### config.mk
export PLATFORM = sky130hd
export DESIGN_NAME = div_restoring_n
export DESIGN_NICKNAME = d
export VERILOG_FILES = /design/src/rtl/div_pkg.sv /design/src/rtl/div_step.sv /design/src/rtl/div_restoring_n.sv
export SDC_FILE = /design/constraint.sdc
export NUM_CORES = 1
export LEC_CHECK = 0
export CAP_MARGIN = 20
export CORE_MARGIN = 2
export CORE_UTILIZATION = 51
export DETAILED_ROUTE_END_ITERATION = 6
export PLACE_DENSITY = 0.77
export SYNTH_ARGS = -nofsm -noshare
export SYNTH_HDL_FRONTEND = slang
export SYNTH_SLANG_ARGS = --single-unit
### constraint.sdc
create_clock -name clk -period 2.2 [get_ports clk]
set_input_delay 0.33 -clock clk [delete_from_list [all_inputs] [get_ports clk]]
set_output_delay 0.33 -clock clk [all_outputs]
set_load 0.1 [all_outputs]
### src/rtl/div_pkg.sv
// Shared definitions for the restoring divider: state encoding and
// sign helpers that work on a wide container and are sliced by the caller.
package div_pkg;

    localparam logic [1:0] ST_IDLE = 2'd0;
    localparam logic [1:0] ST_CALC = 2'd1;
    localparam logic [1:0] ST_FIX  = 2'd2;

    // Widest operand the helpers can carry; callers extend into this and slice back.
    localparam int MAXW = 64;
    typedef logic [MAXW-1:0] wide_t;

    // Magnitude of a value; the caller sign-extends in signed mode, so the MSB is the sign.
    function automatic wide_t abs_val(input wide_t value, input logic signed_mode);
        return (signed_mode && value[MAXW-1]) ? wide_t'(-value) : value;
    endfunction

    // Two's-complement negate when flag is set; low bits are correct at any width.
    function automatic wide_t neg_if(input wide_t value, input logic flag);
        return flag ? wide_t'(-value) : value;
    endfunction

endpackage

### src/rtl/div_step.sv
// One restoring-division iteration: shift in a dividend bit, trial-subtract
// the divisor, keep the difference only when it does not go negative.
module div_step #(
    parameter int WIDTH = 8
) (
    input  logic [WIDTH:0]   prem,
    input  logic             bit_in,
    input  logic [WIDTH-1:0] divisor,
    output logic [WIDTH:0]   prem_nxt,
    output logic             q_bit
);

    logic [WIDTH:0] shifted;
    logic [WIDTH:0] diff;

    // prem[WIDTH] set means the true shifted value exceeds WIDTH+1 bits, which is
    // always >= divisor; the truncated difference is still the exact remainder.
    always_comb begin
        shifted  = {prem[WIDTH-1:0], bit_in};
        diff     = shifted - {1'b0, divisor};
        q_bit    = prem[WIDTH] | (shifted >= {1'b0, divisor});
        prem_nxt = q_bit ? diff : shifted;
    end

endmodule

### src/rtl/div_restoring_n.sv
// Sequential restoring divider, WIDTH+1 cycles per operation, with signed
// mode, divide-by-zero and MIN/-1 overflow fast paths answered in one cycle.
module div_restoring_n
    import div_pkg::*;
#(
    parameter int WIDTH = 8
) (
    input  logic             clk,
    input  logic             rst,
    input  logic             start,
    input  logic             signed_mode,
    input  logic [WIDTH-1:0] dividend,
    input  logic [WIDTH-1:0] divisor,
    output logic [WIDTH-1:0] quotient,
    output logic [WIDTH-1:0] remainder,
    output logic             busy,
    output logic             done,
    output logic             div_by_zero,
    output logic             overflow
);

    localparam int CW = $clog2(WIDTH) + 1;
    localparam logic [WIDTH-1:0] MIN_V = {1'b1, {(WIDTH-1){1'b0}}};

    logic [1:0]       state_q;
    logic [WIDTH-1:0] dvd_q;     // dividend magnitude, shifts out MSB-first, fills with quotient bits
    logic [WIDTH-1:0] dvs_q;     // divisor magnitude
    logic [WIDTH:0]   prem_q;
    logic [CW-1:0]    cnt_q;
    logic             q_neg_q;
    logic             r_neg_q;

    logic [WIDTH:0]   prem_nxt;
    logic             q_bit;
    logic             dd_neg, ds_neg, ovf_case, last_iter;
    wide_t            dd_ext, ds_ext, dd_abs_w, ds_abs_w, q_fix_w, r_fix_w;
    logic             unused_hi;

    // Operand magnitudes and signs for acceptance, sign fix-up for completion.
    always_comb begin
        dd_ext    = signed_mode ? wide_t'($signed(dividend)) : wide_t'(dividend);
        ds_ext    = signed_mode ? wide_t'($signed(divisor))  : wide_t'(divisor);
        dd_abs_w  = abs_val(dd_ext, signed_mode);
        ds_abs_w  = abs_val(ds_ext, signed_mode);
        dd_neg    = signed_mode & dividend[WIDTH-1];
        ds_neg    = signed_mode & divisor[WIDTH-1];
        ovf_case  = signed_mode && (dividend == MIN_V) && (divisor == '1);
        q_fix_w   = neg_if(wide_t'(dvd_q), q_neg_q);
        r_fix_w   = neg_if(wide_t'(prem_q[WIDTH-1:0]), r_neg_q);
        last_iter = (cnt_q == CW'(WIDTH - 1));
    end

    assign unused_hi = ^{dd_abs_w[MAXW-1:WIDTH], ds_abs_w[MAXW-1:WIDTH],
                         q_fix_w[MAXW-1:WIDTH], r_fix_w[MAXW-1:WIDTH]};

    div_step #(.WIDTH(WIDTH)) u_step (
        .prem     (prem_q),
        .bit_in   (dvd_q[WIDTH-1]),
        .divisor  (dvs_q),
        .prem_nxt (prem_nxt),
        .q_bit    (q_bit)
    );

    // Control FSM, iteration datapath and registered outputs.
    always_ff @(posedge clk or negedge rst) begin
        if (!rst) begin
            state_q     <= ST_IDLE;
            dvd_q       <= '0;
            dvs_q       <= '0;
            prem_q      <= '0;
            cnt_q       <= '0;
            q_neg_q     <= 1'b0;
            r_neg_q     <= 1'b0;
            quotient    <= '0;
            remainder   <= '0;
            busy        <= 1'b0;
            done        <= 1'b0;
            div_by_zero <= 1'b0;
            overflow    <= 1'b0;
        end else begin
            done <= 1'b0;
            case (state_q)
                ST_IDLE: begin
                    if (start) begin
                        if (divisor == '0) begin
                            quotient    <= '1;
                            remainder   <= dividend;
                            div_by_zero <= 1'b1;
                            overflow    <= 1'b0;
                            done        <= 1'b1;
                        end else if (ovf_case) begin
                            quotient    <= dividend;
                            remainder   <= '0;
                            div_by_zero <= 1'b0;
                            overflow    <= 1'b1;
                            done        <= 1'b1;
                        end else begin
                            dvd_q   <= dd_abs_w[WIDTH-1:0];
                            dvs_q   <= ds_abs_w[WIDTH-1:0];
                            q_neg_q <= dd_neg ^ ds_neg;
                            r_neg_q <= dd_neg;
                            prem_q  <= '0;
                            cnt_q   <= '0;
                            busy    <= 1'b1;
                            state_q <= ST_CALC;
                        end
                    end
                end
                ST_CALC: begin
                    prem_q <= prem_nxt;
                    dvd_q  <= {dvd_q[WIDTH-2:0], q_bit};
                    cnt_q  <= cnt_q + 1'b1;
                    if (last_iter) state_q <= ST_FIX;
                end
                ST_FIX: begin
                    quotient    <= q_fix_w[WIDTH-1:0];
                    remainder   <= r_fix_w[WIDTH-1:0];
                    div_by_zero <= 1'b0;
                    overflow    <= 1'b0;
                    done        <= 1'b1;
                    busy        <= 1'b0;
                    state_q     <= ST_IDLE;
                end
                default: state_q <= ST_IDLE;
            endcase
        end
    end

endmodule
==> flow_summary.json, run 1 <==
{
  "status": "finished, final reports clean",
  "ir_drop_mv": 1.05,
  "p_leak_nw": 1.95,
  "critPathMaxFanout": 8,
  "htreeDepth": 2,
  "cts_tree": "done",
  "p_sw_frac": 0.491,
  "diodes": 0,
  "wl_per_cell_um": 15.9,
  "clock-sinks": 53,
  "synth-seq-area-share": 0.405,
  "reg2reg_depth": 9,
  "design_area_sq_um": 4150,
  "rows": 29,
  "nets": 469,
  "cp_top_family": "simple AND/OR/NAND/NOR gates",
  "area_growth_pct": 26.8,
  "arrival_ns": 2.33,
  "dpl_worst_slack_ns": -0.468,
  "grt_max_degree": 54,
  "fin_util": 0.661,
  "synth-seq-cells": 53,
  "fmax_mhz": 470,
  "hold_ws_ns": 0.129,
  "avgSynthCellArea_sq_um": 9.27,
  "initial_core_util": 0.521,
  "avgViaCountPerCell": 5.76,
  "synth-edff-count": 0,
  "tightest_slew_ns": 0.674,
  "cts_buffers": 5,
  "die_h_um": 84.1,
  "synth_top_area_cell": "dfrtp_1",
  "postPlaceCellArea_sq_um": 4010,
  "io_buffers": 39,
  "fillers": 500,
  "drc_errors": 0,
  "post-route-min-period_ns": 2.13,
  "grt_antenna_before_repair": 0,
  "yosysWarningCount": 0,
  "rr_startpoint": "dvs_q[1]",
  "clkTransAtPathRegs_ns": 0.10,
  "register_area_sq_um": 1330,
  "maxSlewViolCount": 0,
  "crit_slowest_cell": "or4_4",
  "crit_required_ns": 2.40,
  "drt_first_pass_iters": 5,
  "clock_latency_ns": 0.30,
  "internal_power_mw": 3.26,
  "grt_pass1_vias": 2937,
  "placeableCoreArea_sq_um": 6280,
  "synthCells": 353,
  "fin_crit_sh": 0.968,
  "synthesis.nets": 388,
  "syn-cell-area_sq_um": 3270,
  "io_pins": 40,
  "crit_chain": "clkdlybuf4s50_1 -> nand4bb_1 -> or4_4 -> and2_4 -> o21a_4 -> clkinv_8 -> mux2_2",
  "power_frac_comb": 0.638,
  "slew_headroom": 0.550,
  "root_buffer": "clkbuf_8",
  "power_per_cell_area_nw_per_um2": 1540,
  "rsz0062_at_grt": "no",
  "ys.flop_type": "dfrtp_1",
  "drive_above_1_share": 0.223,
  "drt_wl_total_mm": 8.17,
  "pwr-share-seq": 0.279,
  "initialDrtViolationCount": 260,
  "yosys-top-cells-area": "dfrtp_1 (41%), ha_1 (5.4%), nand2_1 (4.8%)",
  "hold_viol": 0,
  "p_clk_frac": 0.083,
  "slowest_delay_ns": 0.53,
  "place_congestion": 0.996,
  "cts_buffer_depth": 2,
  "netlist-cell-type-count": 54,
  "post-synth-top-count-cell": "dfrtp_1",
  "crit_buf_inv": 2,
  "multi_input_area_sq_um": 1800,
  "finalSetupViolCount": 0,
  "hold_path.class": "in2async",
  "dp.final_hpwl_mm": 6.29,
  "async_flop_share": 1.00,
  "drv_cap": 0,
  "grt_usage": 0.248,
  "final_antenna_net_count": 0,
  "hold_buffers": 0,
  "synth_commonest_cells": "dfrtp_1 (53), nand2_1 (42), inv_1 (28)",
  "fin_ws_ns": 0.0710,
  "rr_endpoint": "prem_q[0]",
  "dieArea_sq_um": 7070,
  "worstSetupStartpointType": "primary input",
  "die_w_um": 84.1,
  "p_switching_mw": 3.15,
  "crit_type": "in2reg",
  "grt_pass1_wl_mm": 14.1,
  "grt_overflow_total": 0,
  "rrSetupSlack_ns": 0.20,
  "critical_path.endpoint_type": "register",
  "vias": 2947,
  "total_power_mw": 6.40,
  "worst_clock_skew_ns": 0.00667,
  "yosys.area.top_type_share": 0.405
}
-- what timing repair did --
action,CTS,global route
pin swaps,5,2
resized for setup,18,4
setup buffers,1,0
endpoints found under the setup margin,37,2
gates cloned,1,0
-- cells in the final DEF (no fill, tap or decap), drive strengths merged, types with 9 or more instances in the layout --
master	count
inv	28
nor2	27
buf	67
nand2	42
a21oi	19
ha	14
o21ai	24
dfrtp	53
xor2	14
dlygate4sd2	9
xnor2	14
-- state kept, by name, indices dropped and copies added (netlist names) --
| register | flops |
|---|---|
| prem_q | 9 |
| dvd_q | 8 |
| dvs_q | 8 |
| quotient | 8 |
| remainder | 8 |
| cnt_q | 4 |
| state_q | 2 |
| busy | 1 |
| div_by_zero | 1 |
| done | 1 |
| overflow | 1 |
| q_neg_q | 1 |
| r_neg_q | 1 |
-- worst max-delay path by stage --
stage           startpoint           to  slack, ns  depth (start not counted)
5_1_grt           dvs_q[1]    prem_q[5]      0.001                          8
4_1_cts        dividend[3]  quotient[4]      0.009                          7
6_report       dividend[7]  quotient[4]       0.07                          7
3_3_place_gp    divisor[1]  quotient[4]      -0.39                          8
3_5_place_dp   dividend[0]  quotient[3]      -0.47                          9
2_1_floorplan   divisor[3]  quotient[5]       0.06                          7
-- worst reg2reg max path, cell delays in order, from the launching register on --
cell and delay (ns):
dfrtp_1 0.40, inv_1 0.12, ha_1 0.25, nand2b_1 0.11, a21oi_1 0.11, o311ai_1 0.31
buf_4 0.18, a21o_1 0.15, buf_12 0.13, o221ai_1 0.11
-- cell families after synthesis --
kind of cell             Yosys count  share of synthesized area
multiplexers                      12                     0.0451
XOR/XNOR                          28                     0.0750
adder cells (fa/ha/maj)           15                     0.0597
flip-flops                        53                      0.405
buffers and inverters             41                     0.0581
AND/OR/NAND/NOR                  108                      0.156
AO/OA/AOI/OAI                     96                      0.201
-- metrics by stage --
step	cells	setup TNS [ns]
finish	512	0
detailed placement	502	-16.36
global placement	502	-14.20
CTS	512	0
global route	512	0
floorplan	353	0
-- routing by layer --
layer  part of all wire  up-vias  wire, um  track usage
met5                  0        -         0            0
met4              0.025        0       203       0.0821
met3              0.078       21       639       0.0504
met2               0.46      127      3730        0.392
met1               0.44     1375      3590        0.342
li1                   -     1424         -            -
-- layout make-up --
| cell class | count | area share |
|---|---|---|
| flip-flops and latches | 53 | 0.320 |
| multi-input cells | 259 | 0.433 |
| repair buffers | 85 | 0.173 |
| clock buffers | 6 | 0.0175 |
| inverters | 29 | 0.0292 |
| well taps | 77 | 0.0232 |
| repair inverters | 1 | 0.00211 |
| clock inverters | 2 | 0.00241 |
-- power groups by stage --
stage / Combinational (mW) / Clock (mW) / Sequential [mW]
6_report: 4.08 / 0.534 / 1.79
5_1_grt: 4.46 / 0.595 / 1.86
4_1_cts: 4.09 / 0.546 / 1.78
3_5_place_dp: 4.06 / 0 / 1.80
3_3_place_gp: 3.97 / 0 / 1.79
2_1_floorplan: 2.10 / 0 / 2.62
No activity file was read; power rests on OpenSTA's default activity.
==> inputs of run 2 (changes only) <==
- CORE_UTILIZATION: 51 -> 56
- PLACE_DENSITY: 0.77 -> 0.8
- clock period: 2.2 -> 2.27 ns (I/O delays scaled with it)
==> flow_summary.json, run 2 (synthesized netlist as in run 1, its figures left out) <==
{
  "status": "finished, final reports clean",
  "setup-tns-final_ns": 0,
  "dieArea_sq_um": 6470,
  "placeableCoreArea_sq_um": 5570,
  "design_area_sq_um": 4230,
  "initialDrtViolationCount": 271,
  "postPlaceCellArea_sq_um": 3970,
  "root_buffer": "clkbuf_8",
  "rows": 27,
  "grt_pass1_vias": 2816,
  "drt_first_pass_iters": 5,
  "place_congestion": 0.947,
  "vias": 3080,
  "drive_above_1_share": 0.234,
  "diodes": 0,
  "initial_core_util": 0.587,
  "wl_per_cell_um": 17.4,
  "clock_latency_ns": 0.31,
  "io_buffers": 39,
  "clock-sinks": 53,
  "fin_crit_sh": 0.994,
  "tightest_slew_ns": 0.582,
  "p_leak_nw": 1.99,
  "power_per_cell_area_nw_per_um2": 1540,
  "rr_startpoint": "dvs_q[6]",
  "nets": 469,
  "cts_tree": "done",
  "largest_reg_flops": 9,
  "maxSlewViolCount": 0,
  "crit_type": "in2reg",
  "path_common_cell": "buf_4",
  "grt_pass1_wl_mm": 13.7,
  "cts_buffer_depth": 2,
  "hold_viol": 0,
  "post-route-min-period_ns": 2.26,
  "regMostFlops": "prem_q",
  "fmax_mhz": 443,
  "slowest_delay_ns": 0.57,
  "grt_overflow_total": 0,
  "most-common-layout-cells": "buf_4 (61), dfrtp_1 (53), nand2_1 (42), inv_1 (27), nor2_1 (27)",
  "hold_path.class": "in2async",
  "cts_buffers": 5,
  "worstSetupStartpointType": "primary input",
  "slew_headroom": 0.612,
  "crit_slowest_cell": "or4_4",
  "grt_max_degree": 28,
  "drv_cap": 0,
  "grt_antenna_before_repair": 0,
  "drt_wl_total_mm": 8.81,
  "arrival_ns": 2.49,
  "layout_commonest_cell": "buf_4",
  "htreeDepth": 2,
  "dp.final_hpwl_mm": 6.48,
  "worst_clock_skew_ns": 0.00510,
  "crit_required_ns": 2.51,
  "critPathMaxFanout": 12,
  "drc_errors": 0,
  "die_h_um": 80.4,
  "avgViaCountPerCell": 6.07,
  "area_growth_pct": 29.4,
  "grt_usage": 0.276,
  "crit_chain": "clkdlybuf4s50_1 -> buf_4 -> nand4_1 -> or4_4 -> buf_4 -> a41oi_4 -> buf_12 -> a211oi_1 -> a21oi_1",
  "clkTransAtPathRegs_ns": 0.10,
  "ir_drop_mv": 1.05,
  "die_w_um": 80.4,
  "startpoint": "divisor[3]",
  "final_antenna_net_count": 0,
  "io_pins": 40,
  "finalSetupViolCount": 0,
  "critical_path.endpoint_type": "register"
}
## run 2: cell types whose count changed in the layout (fill, tap and decap cells not counted), sizes merged
cell,change
clkbuf,+1
buf,-1
clkinv,-2
dlymetal6s2s,+3
dlygate4sd2,-6
clkdlybuf4s50,+3
clkinvlp,+1
bufinv,+1
## run 2: worst paths after layout
kind	endpoint	slack (ns)	cells after the start
max in group asynchronous	dvd_q[5]	1.64	2
min in group clk	dvs_q[0]	0.46	4
min reg2reg	state_q[1]	0.49	1
max reg2reg	prem_q[0]	0.20	9
max	dvd_q[7]	0.01	9
min	quotient[6]	0.01	1
## run 2: through the flow
stage / total power, mW / cells / utilization / hold WS, ns / setup WS (ns)
global route: 6.91 / 507 / 0.759 / 0.0512 / -0.0425
floorplan: 4.57 / 353 / - / 0.0449 / 0.0335
CTS: 6.31 / 503 / 0.736 / 0.0288 / 0.00264
global placement: 5.49 / 494 / 0.712 / 0.366 / -0.382
finish: 6.50 / 507 / 0.759 / 0.0136 / 0.0137
detailed placement: 5.62 / 494 / 0.712 / 0.367 / -0.422
## run 2: layout make-up
| cell class | count | area [sq um] |
|---|---|---|
| Timing Repair Buffer | 85 | 753 |
| Inverter | 29 | 121 |
| Tap cell | 72 | 90.1 |
| Clock buffer | 6 | 82.6 |
| Multi-Input combinational cell | 259 | 1810 |
| Timing Repair inverter | 1 | 8.76 |
| Fill cell | 390 | 1340 |
| Clock inverter | 2 | 37.5 |
| Sequential cell | 53 | 1330 |
## run 2: routing by layer
metal | GRT usage | vias to the layer above | part of all wire
met3 | 0.0506 | 19 | 0.073
met4 | 0.0864 | 0 | 0.016
met2 | 0.443 | 167 | 0.48
met5 | 0 | - | 0
met1 | 0.380 | 1482 | 0.43
li1 | - | 1412 | -
## run 2: worst max-delay path, delay by kind of cell
kind | cells | cell delay (ns)
AO/OA/AOI/OAI | 3 | 0.52
buffers and inverters | 4 | 0.94
AND/OR/NAND/NOR | 2 | 0.69
## run 2: power breakdown
| group | switching [mW] | leakage (nW) | internal [mW] |
|---|---|---|---|
| Clock | 0.322 | 0.0574 | 0.359 |
| Combinational | 2.49 | 1.29 | 1.56 |
| Sequential | 0.399 | 0.643 | 1.38 |
| Total | 3.21 | 1.99 | 3.29 |
## run 2: repair_timing
| item | in CTS | in global routing |
|---|---|---|
| pin swaps | 2 | 4 |
| resized for setup | 6 | 21 |
| setup endpoints to repair | 10 | 31 |
| endpoints found under the hold margin | 0 | 0 |
| cloned | 1 | 1 |
| setup buffers | 0 | 3 |
| hold buffers | 0 | 0 |
